[src/rtl/ps2_key_controller_if.sv]
// Bundle of the scan-code input strobe, the player key vectors and the
// press/release event stream between the PS/2 receiver and the game logic.
interface ps2_key_controller_if;
  logic       byte_valid;
  logic [7:0] byte_data;
  logic [4:0] p1_keys;
  logic [4:0] p2_keys;
  logic       evt_valid;
  logic       evt_ready;
  logic       evt_player;
  logic [2:0] evt_action;
  logic       evt_press;
  logic       overflow;

  modport master (
    output byte_valid, byte_data, evt_ready,
    input  p1_keys, p2_keys, evt_valid, evt_player, evt_action, evt_press, overflow
  );

  modport slave (
    input  byte_valid, byte_data, evt_ready,
    output p1_keys, p2_keys, evt_valid, evt_player, evt_action, evt_press, overflow
  );
endinterface

[src/rtl/ps2_key_controller.sv]
// Turns PS/2 scan-code bytes into two-player key state and a queue of
// press/release events, handling the E0/F0 prefixes and an idle timeout.
module ps2_key_controller #(
  parameter int FIFO_DEPTH     = 8,
  parameter int TIMEOUT_CYCLES = 100000
) (
  input logic                 clk,
  input logic                 reset,
  ps2_key_controller_if.slave bus
);

  localparam int PTR_W  = $clog2(FIFO_DEPTH) + 1;
  localparam int ADDR_W = PTR_W - 1;
  localparam int CNT_W  = $clog2(TIMEOUT_CYCLES + 1);
  localparam logic [CNT_W-1:0] TMO_LAST = CNT_W'(TIMEOUT_CYCLES - 1);

  localparam logic [7:0] CODE_EXT = 8'hE0;
  localparam logic [7:0] CODE_BRK = 8'hF0;

  typedef enum logic [1:0] {
    S_IDLE,
    S_EXT,
    S_BRK,
    S_EXT_BRK
  } state_t;

  state_t            r_state;
  state_t            w_nextState;
  logic              w_decode;
  logic              w_isExt;
  logic              w_isBrk;
  logic              w_tmoHit;
  logic [CNT_W-1:0]  r_tmoCnt;

  logic              w_mapped;
  logic              w_player;
  logic [2:0]        w_action;
  logic [4:0]        w_mask;
  logic              w_curBit;
  logic              w_press;
  logic              w_change;
  logic [4:0]        r_p1Keys;
  logic [4:0]        r_p2Keys;

  logic [4:0]        r_mem [FIFO_DEPTH];
  logic [PTR_W-1:0]  r_wrPtr;
  logic [PTR_W-1:0]  r_rdPtr;
  logic              w_empty;
  logic              w_full;
  logic              w_pop;
  logic              w_pushOk;
  logic              w_drop;
  logic [4:0]        w_entry;
  logic [4:0]        w_head;
  logic [4:0]        w_shown;
  logic [4:0]        r_lastHead;
  logic              r_overflow;

  assign w_tmoHit = (r_state != S_IDLE) && (r_tmoCnt == TMO_LAST);

  always_ff @(posedge clk) begin
    if (reset) r_state <= S_IDLE;
    else       r_state <= w_nextState;
  end

  always_comb begin
    w_nextState = r_state;
    w_decode    = 1'b0;
    w_isExt     = 1'b0;
    w_isBrk     = 1'b0;
    if (bus.byte_valid) begin
      unique case (r_state)
        S_IDLE: begin
          if (bus.byte_data == CODE_EXT)      w_nextState = S_EXT;
          else if (bus.byte_data == CODE_BRK) w_nextState = S_BRK;
          else                                w_decode    = 1'b1;
        end
        S_EXT: begin
          if (bus.byte_data == CODE_BRK)      w_nextState = S_EXT_BRK;
          else if (bus.byte_data != CODE_EXT) begin
            w_decode    = 1'b1;
            w_isExt     = 1'b1;
            w_nextState = S_IDLE;
          end
        end
        S_BRK: begin
          if (bus.byte_data == CODE_EXT)      w_nextState = S_EXT_BRK;
          else if (bus.byte_data != CODE_BRK) begin
            w_decode    = 1'b1;
            w_isBrk     = 1'b1;
            w_nextState = S_IDLE;
          end
        end
        S_EXT_BRK: begin
          if (bus.byte_data != CODE_EXT && bus.byte_data != CODE_BRK) begin
            w_decode    = 1'b1;
            w_isExt     = 1'b1;
            w_isBrk     = 1'b1;
            w_nextState = S_IDLE;
          end
        end
        default: w_nextState = S_IDLE;
      endcase
    end else if (w_tmoHit) begin
      w_nextState = S_IDLE;
    end
  end

  // An incoming byte always restarts the idle window, even on the expiry cycle.
  always_ff @(posedge clk) begin
    if (reset)
      r_tmoCnt <= '0;
    else if (bus.byte_valid || r_state == S_IDLE || w_tmoHit)
      r_tmoCnt <= '0;
    else
      r_tmoCnt <= r_tmoCnt + 1'b1;
  end

  always_comb begin
    w_mapped = 1'b0;
    w_player = w_isExt;
    w_action = 3'd0;
    if (!w_isExt) begin
      unique case (bus.byte_data)
        8'h1D:   begin w_mapped = 1'b1; w_action = 3'd0; end
        8'h1B:   begin w_mapped = 1'b1; w_action = 3'd1; end
        8'h1C:   begin w_mapped = 1'b1; w_action = 3'd2; end
        8'h23:   begin w_mapped = 1'b1; w_action = 3'd3; end
        8'h29:   begin w_mapped = 1'b1; w_action = 3'd4; end
        default: w_mapped = 1'b0;
      endcase
    end else begin
      unique case (bus.byte_data)
        8'h75:   begin w_mapped = 1'b1; w_action = 3'd0; end
        8'h72:   begin w_mapped = 1'b1; w_action = 3'd1; end
        8'h6B:   begin w_mapped = 1'b1; w_action = 3'd2; end
        8'h74:   begin w_mapped = 1'b1; w_action = 3'd3; end
        8'h14:   begin w_mapped = 1'b1; w_action = 3'd4; end
        default: w_mapped = 1'b0;
      endcase
    end
  end

  // Only real state changes become events; typematic repeats are filtered here.
  assign w_mask   = 5'b00001 << w_action;
  assign w_curBit = |((w_player ? r_p2Keys : r_p1Keys) & w_mask);
  assign w_press  = ~w_isBrk;
  assign w_change = w_decode && w_mapped && (w_curBit != w_press);

  always_ff @(posedge clk) begin
    if (reset) begin
      r_p1Keys <= '0;
      r_p2Keys <= '0;
    end else if (w_change) begin
      if (w_player) r_p2Keys <= w_press ? (r_p2Keys | w_mask) : (r_p2Keys & ~w_mask);
      else          r_p1Keys <= w_press ? (r_p1Keys | w_mask) : (r_p1Keys & ~w_mask);
    end
  end

  assign w_empty  = (r_wrPtr == r_rdPtr);
  assign w_full   = (r_wrPtr[ADDR_W-1:0] == r_rdPtr[ADDR_W-1:0]) &&
                    (r_wrPtr[PTR_W-1] != r_rdPtr[PTR_W-1]);
  assign w_pop    = !w_empty && bus.evt_ready;
  assign w_pushOk = w_change && (!w_full || w_pop);
  assign w_drop   = w_change && w_full && !w_pop;
  assign w_entry  = {w_player, w_action, w_press};
  assign w_head   = r_mem[r_rdPtr[ADDR_W-1:0]];

  always_ff @(posedge clk) begin
    if (w_pushOk) r_mem[r_wrPtr[ADDR_W-1:0]] <= w_entry;
  end

  always_ff @(posedge clk) begin
    if (reset) begin
      r_wrPtr    <= '0;
      r_rdPtr    <= '0;
      r_overflow <= 1'b0;
      r_lastHead <= '0;
    end else begin
      if (w_pushOk) r_wrPtr <= r_wrPtr + 1'b1;
      if (w_pop) begin
        r_rdPtr    <= r_rdPtr + 1'b1;
        r_lastHead <= w_head;
      end
      if (w_drop) r_overflow <= 1'b1;
    end
  end

  // When drained, the outputs keep showing the entry that was popped last.
  assign w_shown        = w_empty ? r_lastHead : w_head;
  assign bus.evt_valid  = !w_empty;
  assign bus.evt_player = w_shown[4];
  assign bus.evt_action = w_shown[3:1];
  assign bus.evt_press  = w_shown[0];
  assign bus.overflow   = r_overflow;
  assign bus.p1_keys    = r_p1Keys;
  assign bus.p2_keys    = r_p2Keys;

endmodule

[src/flat_wrapper.sv]
// flat-port wrapper written by rule: the top's interface ports become plain ports
module ps2_key_controller_flat 
#(
  parameter int FIFO_DEPTH     = 8,
  parameter int TIMEOUT_CYCLES = 100000
)
  (clk, reset, bus_byte_valid, bus_byte_data, bus_evt_ready, bus_p1_keys, bus_p2_keys, bus_evt_valid, bus_evt_player, bus_evt_action, bus_evt_press, bus_overflow);
  ps2_key_controller_if bus_i ();
  input logic clk;
  input logic reset;
  input wire logic [$bits(bus_i.byte_valid)-1:0] bus_byte_valid;
  input wire logic [$bits(bus_i.byte_data)-1:0] bus_byte_data;
  input wire logic [$bits(bus_i.evt_ready)-1:0] bus_evt_ready;
  output wire logic [$bits(bus_i.p1_keys)-1:0] bus_p1_keys;
  output wire logic [$bits(bus_i.p2_keys)-1:0] bus_p2_keys;
  output wire logic [$bits(bus_i.evt_valid)-1:0] bus_evt_valid;
  output wire logic [$bits(bus_i.evt_player)-1:0] bus_evt_player;
  output wire logic [$bits(bus_i.evt_action)-1:0] bus_evt_action;
  output wire logic [$bits(bus_i.evt_press)-1:0] bus_evt_press;
  output wire logic [$bits(bus_i.overflow)-1:0] bus_overflow;
  assign bus_i.byte_valid = bus_byte_valid;
  assign bus_i.byte_data = bus_byte_data;
  assign bus_i.evt_ready = bus_evt_ready;
  assign bus_p1_keys = bus_i.p1_keys;
  assign bus_p2_keys = bus_i.p2_keys;
  assign bus_evt_valid = bus_i.evt_valid;
  assign bus_evt_player = bus_i.evt_player;
  assign bus_evt_action = bus_i.evt_action;
  assign bus_evt_press = bus_i.evt_press;
  assign bus_overflow = bus_i.overflow;
  ps2_key_controller #(.FIFO_DEPTH(FIFO_DEPTH), .TIMEOUT_CYCLES(TIMEOUT_CYCLES)) u_core (.clk(clk), .reset(reset), .bus(bus_i));
endmodule
[config.mk]
export PLATFORM = sky130hd
export DESIGN_NAME = ps2_key_controller_flat
export DESIGN_NICKNAME = d
export VERILOG_FILES = /design/src/rtl/ps2_key_controller_if.sv /design/src/rtl/ps2_key_controller.sv /design/src/flat_wrapper.sv
export SDC_FILE = /design/constraint.sdc
export NUM_CORES = 1
export LEC_CHECK = 0
export ABC_AREA = 0
export CAP_MARGIN = 40
export CORE_MARGIN = 5
export CORE_UTILIZATION = 59
export DETAILED_ROUTE_END_ITERATION = 6
export GPL_TIMING_DRIVEN = 1
export PLACE_DENSITY = 0.8
export SETUP_SLACK_MARGIN = 0.4
export SLEW_MARGIN = 20
export SYNTH_ARGS = -nofsm -noshare
export SYNTH_HDL_FRONTEND = slang
export SYNTH_SLANG_ARGS = --single-unit
[constraint.sdc]
create_clock -name clk -period 4.96 [get_ports clk]
set_clock_uncertainty 0.05 [all_clocks]
set_input_delay 1.488 -clock clk [delete_from_list [all_inputs] [get_ports clk]]
set_output_delay 1.488 -clock clk [all_outputs]
set_load 0.01 [all_outputs]
==> results by group <==
Clock network
  • Clock insertion delay at the later pin of the skew report: 360 ps
  • Clock tree from TritonCTS: done
  • H-tree depth: 3
  • Max Root-Sink Buffers: 2
  • Root buffer cell: sky130_fd_sc_hd__clkbuf_8
  • Clk slew on worst S/H paths: 80 ps
  • Number of CTS-inserted buffers: 9
  • Number of clock sinks: 86

Placement
  • Estimated wirelength of the detail-placed design: 6330 um
  • Input/output buffers: 28
  • Weighted congestion reported at the end of routability-driven placement: 0.972
  • Placed Area: 4720 um^2

Critical path
  • Critical path data required time: 4960 ps
  • Arrival @ worst endpoint: 4410 ps
  • Cell type group with the largest total delay on the critical path: simple AND/OR/NAND/NOR gates
  • Chain of cells forming the critical path: clkdlybuf4s50_1, or4bb_1, o22ai_1, a21oi_1, nor3_1, nor2_1, a21oi_4, o21ba_1, and4b_1
  • WP buf/inv: 1
  • Critical Path Sink Type: register
  • Largest fanout on the critical path: 14
  • Crit Path Class: in2reg
  • Startpoint class of the critical path: primary input
  • CP max stage delay: 710 ps
  • Crit path max-delay cell type: sky130_fd_sc_hd__clkdlybuf4s50_1

GRT
  • Total global routing overflow: 0
  • Number of antenna violations at the first check in global routing: 0
  • Number of global-route vias before repair: 3070
  • Maximum number of pins on one net before global-route repair: 37
  • Overall global routing resource usage: 21.2%
  • Wire length of the first global-routing pass: 15000 um

Floorplanning
  • Row Count: 31
  • Placeable Area: 7290 um^2
  • Total die area: 9320 um^2
  • Vert. Die Dim: 96.5 um
  • Die X-Extent: 96.5 um
  • Top-Level Pins: 29
  • Initial core utilization: 60.6%

Layout
  • Storage element area: 2120 um^2
  • Multi-input combinational cell area: 2110 um^2
  • Total non-filler cell area in the finished layout: 4940 um^2
  • Fraction of layout instances using a drive strength above 1: 14.3%
  • Layout area overhead: 11.8%
  • Final-stage net count: 450
  • Number of antenna repair diodes: 0
  • Number of fill cells: 585

Routing
  • Drt wl/cell: 16.7 um
  • Total Routed Length: 8980 um
  • First-pass iteration count of the detailed router: 4
  • Count of nets left with antenna violations after detail routing: 0
  • Via count: 3158
  • Drc violations: 0
  • Average via count per standard cell: 5.86
  • Iteration-0 DRC count of the detailed router: 123

Yosys
  • Gate Count Post-Synth: 416
  • Synthesized Nets: 431
  • EDFF count, synth: 40
  • Leading cell types by count after synthesis: sky130_fd_sc_hd__nor2_1, sky130_fd_sc_hd__dfxtp_1, sky130_fd_sc_hd__edfxtp_1
  • Cell with the most instances after synthesis: sky130_fd_sc_hd__nor2_1
  • Async S/R FF share, synth: 0%
  • Post-synthesis area per instance: 10.6 um^2
  • Flop and latch count out of synthesis: 86
  • Leading cell types by total area after synthesis: sky130_fd_sc_hd__edfxtp_1, sky130_fd_sc_hd__dfxtp_1, sky130_fd_sc_hd__nor2_1, sky130_fd_sc_hd__mux4_2, sky130_fd_sc_hd__mux2i_1
  • Mapped cell area: 4420 um^2
  • Leading area contributor after synthesis: sky130_fd_sc_hd__edfxtp_1
  • Share of synthesized area occupied by flip-flops and latches: 48.0%
  • Area fraction of the dominant cell type after synthesis: 27.2%
  • Warnings from Yosys: 0
  • Ys flop type: sky130_fd_sc_hd__dfxtp_1
  • Count of unique library cells instantiated by Yosys: 74

STA
  • Total negative setup slack: 0 ps
  • Normalized max-slew margin: 54.7%
  • Worst-margin pin slew: 671 ps
  • Setup-violating endpoint count in the final report: 0
  • Total count of max-transition violations in the final report: 0
  • Max Clock Freq: 227 MHz
  • Number of hold violations in the final report: 0
  • Tcrit/Tclk final: 88.9%
  • Tmin final: 4410 ps
  • RSZ-0062 raised after global routing: no

Power and ir drop
  • Switching share of power: 21.2%
  • Max rail drop VDD: 0.129 mV
  • Sequential power share: 55.9%
  • Net Switching: 279 uW
  • Logic gate share of total power: 4.3%
  • Areal power density over the cells: 267 nW/um^2
  • Internal power contribution: 1.04 mW
  • Clock power share: 39.8%
  • Static Leak: 1.70 nW

Job
  • Max-cap violation count: 0

Outcome
  • Status: completed

Min path
  • Path class of the lowest-slack min-delay path: reg2reg
==> cell usage in the layout, fill, tap and decap left out, types with 3 or more instances in the layout <==
cell type | netlist | layout
sky130_fd_sc_hd__inv_1 | 7 | 7
sky130_fd_sc_hd__nand3_1 | 11 | 11
sky130_fd_sc_hd__buf_4 | 1 | 8
sky130_fd_sc_hd__nand4_1 | 6 | 6
sky130_fd_sc_hd__clkbuf_8 | 0 | 10
sky130_fd_sc_hd__a211oi_1 | 6 | 6
sky130_fd_sc_hd__o2111ai_1 | 4 | 4
sky130_fd_sc_hd__nor2b_1 | 7 | 7
sky130_fd_sc_hd__a31oi_1 | 4 | 4
sky130_fd_sc_hd__nor3b_1 | 4 | 4
sky130_fd_sc_hd__nor3_1 | 7 | 7
sky130_fd_sc_hd__o21ai_0 | 13 | 13
sky130_fd_sc_hd__mux4_2 | 10 | 10
sky130_fd_sc_hd__clkdlybuf4s50_1 | 0 | 27
sky130_fd_sc_hd__a2111oi_2 | 3 | 3
sky130_fd_sc_hd__or3_1 | 3 | 3
sky130_fd_sc_hd__nor2_1 | 67 | 67
sky130_fd_sc_hd__nand2_1 | 19 | 19
sky130_fd_sc_hd__mux2i_1 | 12 | 12
sky130_fd_sc_hd__nand4b_1 | 4 | 4
sky130_fd_sc_hd__xnor2_1 | 10 | 10
sky130_fd_sc_hd__dfxtp_1 | 46 | 46
sky130_fd_sc_hd__and3_1 | 4 | 4
sky130_fd_sc_hd__and2_1 | 7 | 7
sky130_fd_sc_hd__edfxtp_1 | 40 | 40
sky130_fd_sc_hd__ha_1 | 3 | 3
sky130_fd_sc_hd__xor2_1 | 10 | 10
sky130_fd_sc_hd__a21oi_1 | 17 | 17
sky130_fd_sc_hd__nand2b_1 | 8 | 8
==> final timing paths <==
path / from / end / slack (ps) / cells after the start
max reg2reg: u_core.r_state[0]$_SDFFE_PP0P_ / u_core.r_mem[5][0]$_DFFE_PP_ / 2180 / 8
max: bus_byte_data[4] / u_core.r_mem[5][0]$_DFFE_PP_ / 550 / 9
min reg2reg: u_core.r_tmoCnt[0]$_SDFF_PP0_ / u_core.r_tmoCnt[0]$_SDFF_PP0_ / 420 / 1
min: u_core.r_tmoCnt[0]$_SDFF_PP0_ / u_core.r_tmoCnt[0]$_SDFF_PP0_ / 420 / 1
==> power groups by stage <==
stage | clock network, mW | registers, mW | logic, mW
final | 0.525 | 0.738 | 0.0573
after global routing | 0.570 | 0.739 | 0.0620
after CTS | 0.537 | 0.738 | 0.0567
after detailed placement | 0 | 0.755 | 0.0565
after global placement | 0 | 0.755 | 0.0553
after floorplan | 0 | 0.754 | 0.0383
==> what timing repair did <==
| item | 4_1_cts | 5_1_grt |
|---|---|---|
| gates resized for setup | 0 | 2 |
| hold buffers | 0 | 0 |
| endpoints found under the setup margin | 0 | 20 |
| buffers inserted | 0 | 0 |
==> area by class of cell <==
type | instances | area share [%]
flip-flops and latches | 86 | 42.9
multi-input cells | 294 | 42.6
repair buffers | 36 | 6.94
inverters | 8 | 0.608
well taps | 99 | 2.51
clock inverters | 4 | 1.01
clock buffers | 12 | 3.37
==> layer usage <==
| metal | up-vias | track usage, % | wire, um |
|---|---|---|---|
| met5 | - | 0 | 0 |
| met4 | 0 | 8.76 | 142 |
| met3 | 12 | 5.34 | 386 |
| met2 | 74 | 34.7 | 4430 |
| met1 | 1510 | 26.8 | 4020 |
| li1 | 1562 | - | - |
==> cell families (layout without fill, tap and decap cells) <==
family | after synthesis | in the layout | synth area share [%]
compound gates | 67 | 67 | 11.4
xor+xnor | 20 | 20 | 3.96
fa+ha+maj | 3 | 3 | 0.849
buf+inv | 36 | 60 | 4.33
flops | 86 | 86 | 48.0
mux | 25 | 25 | 8.66
simple gates | 179 | 179 | 22.8
==> through the flow <==
| step | setup WS (ps) | utilization (%) | hold WS (ps) | total power [mW] | cells |
|---|---|---|---|---|---|
| 6_report | 551 | 67.8 | 422 | 1.32 | 539 |
| 5_1_grt | 403 | 67.8 | 469 | 1.37 | 539 |
| 4_1_cts | 594 | 67.7 | 424 | 1.33 | 539 |
| 3_5_place_dp | 202 | 64.8 | 402 | 0.811 | 523 |
| 3_3_place_gp | 238 | 64.8 | 394 | 0.810 | 523 |
| 2_1_floorplan | 872 | - | 380 | 0.792 | 416 |
No activity file was read; power rests on OpenSTA's default activity.
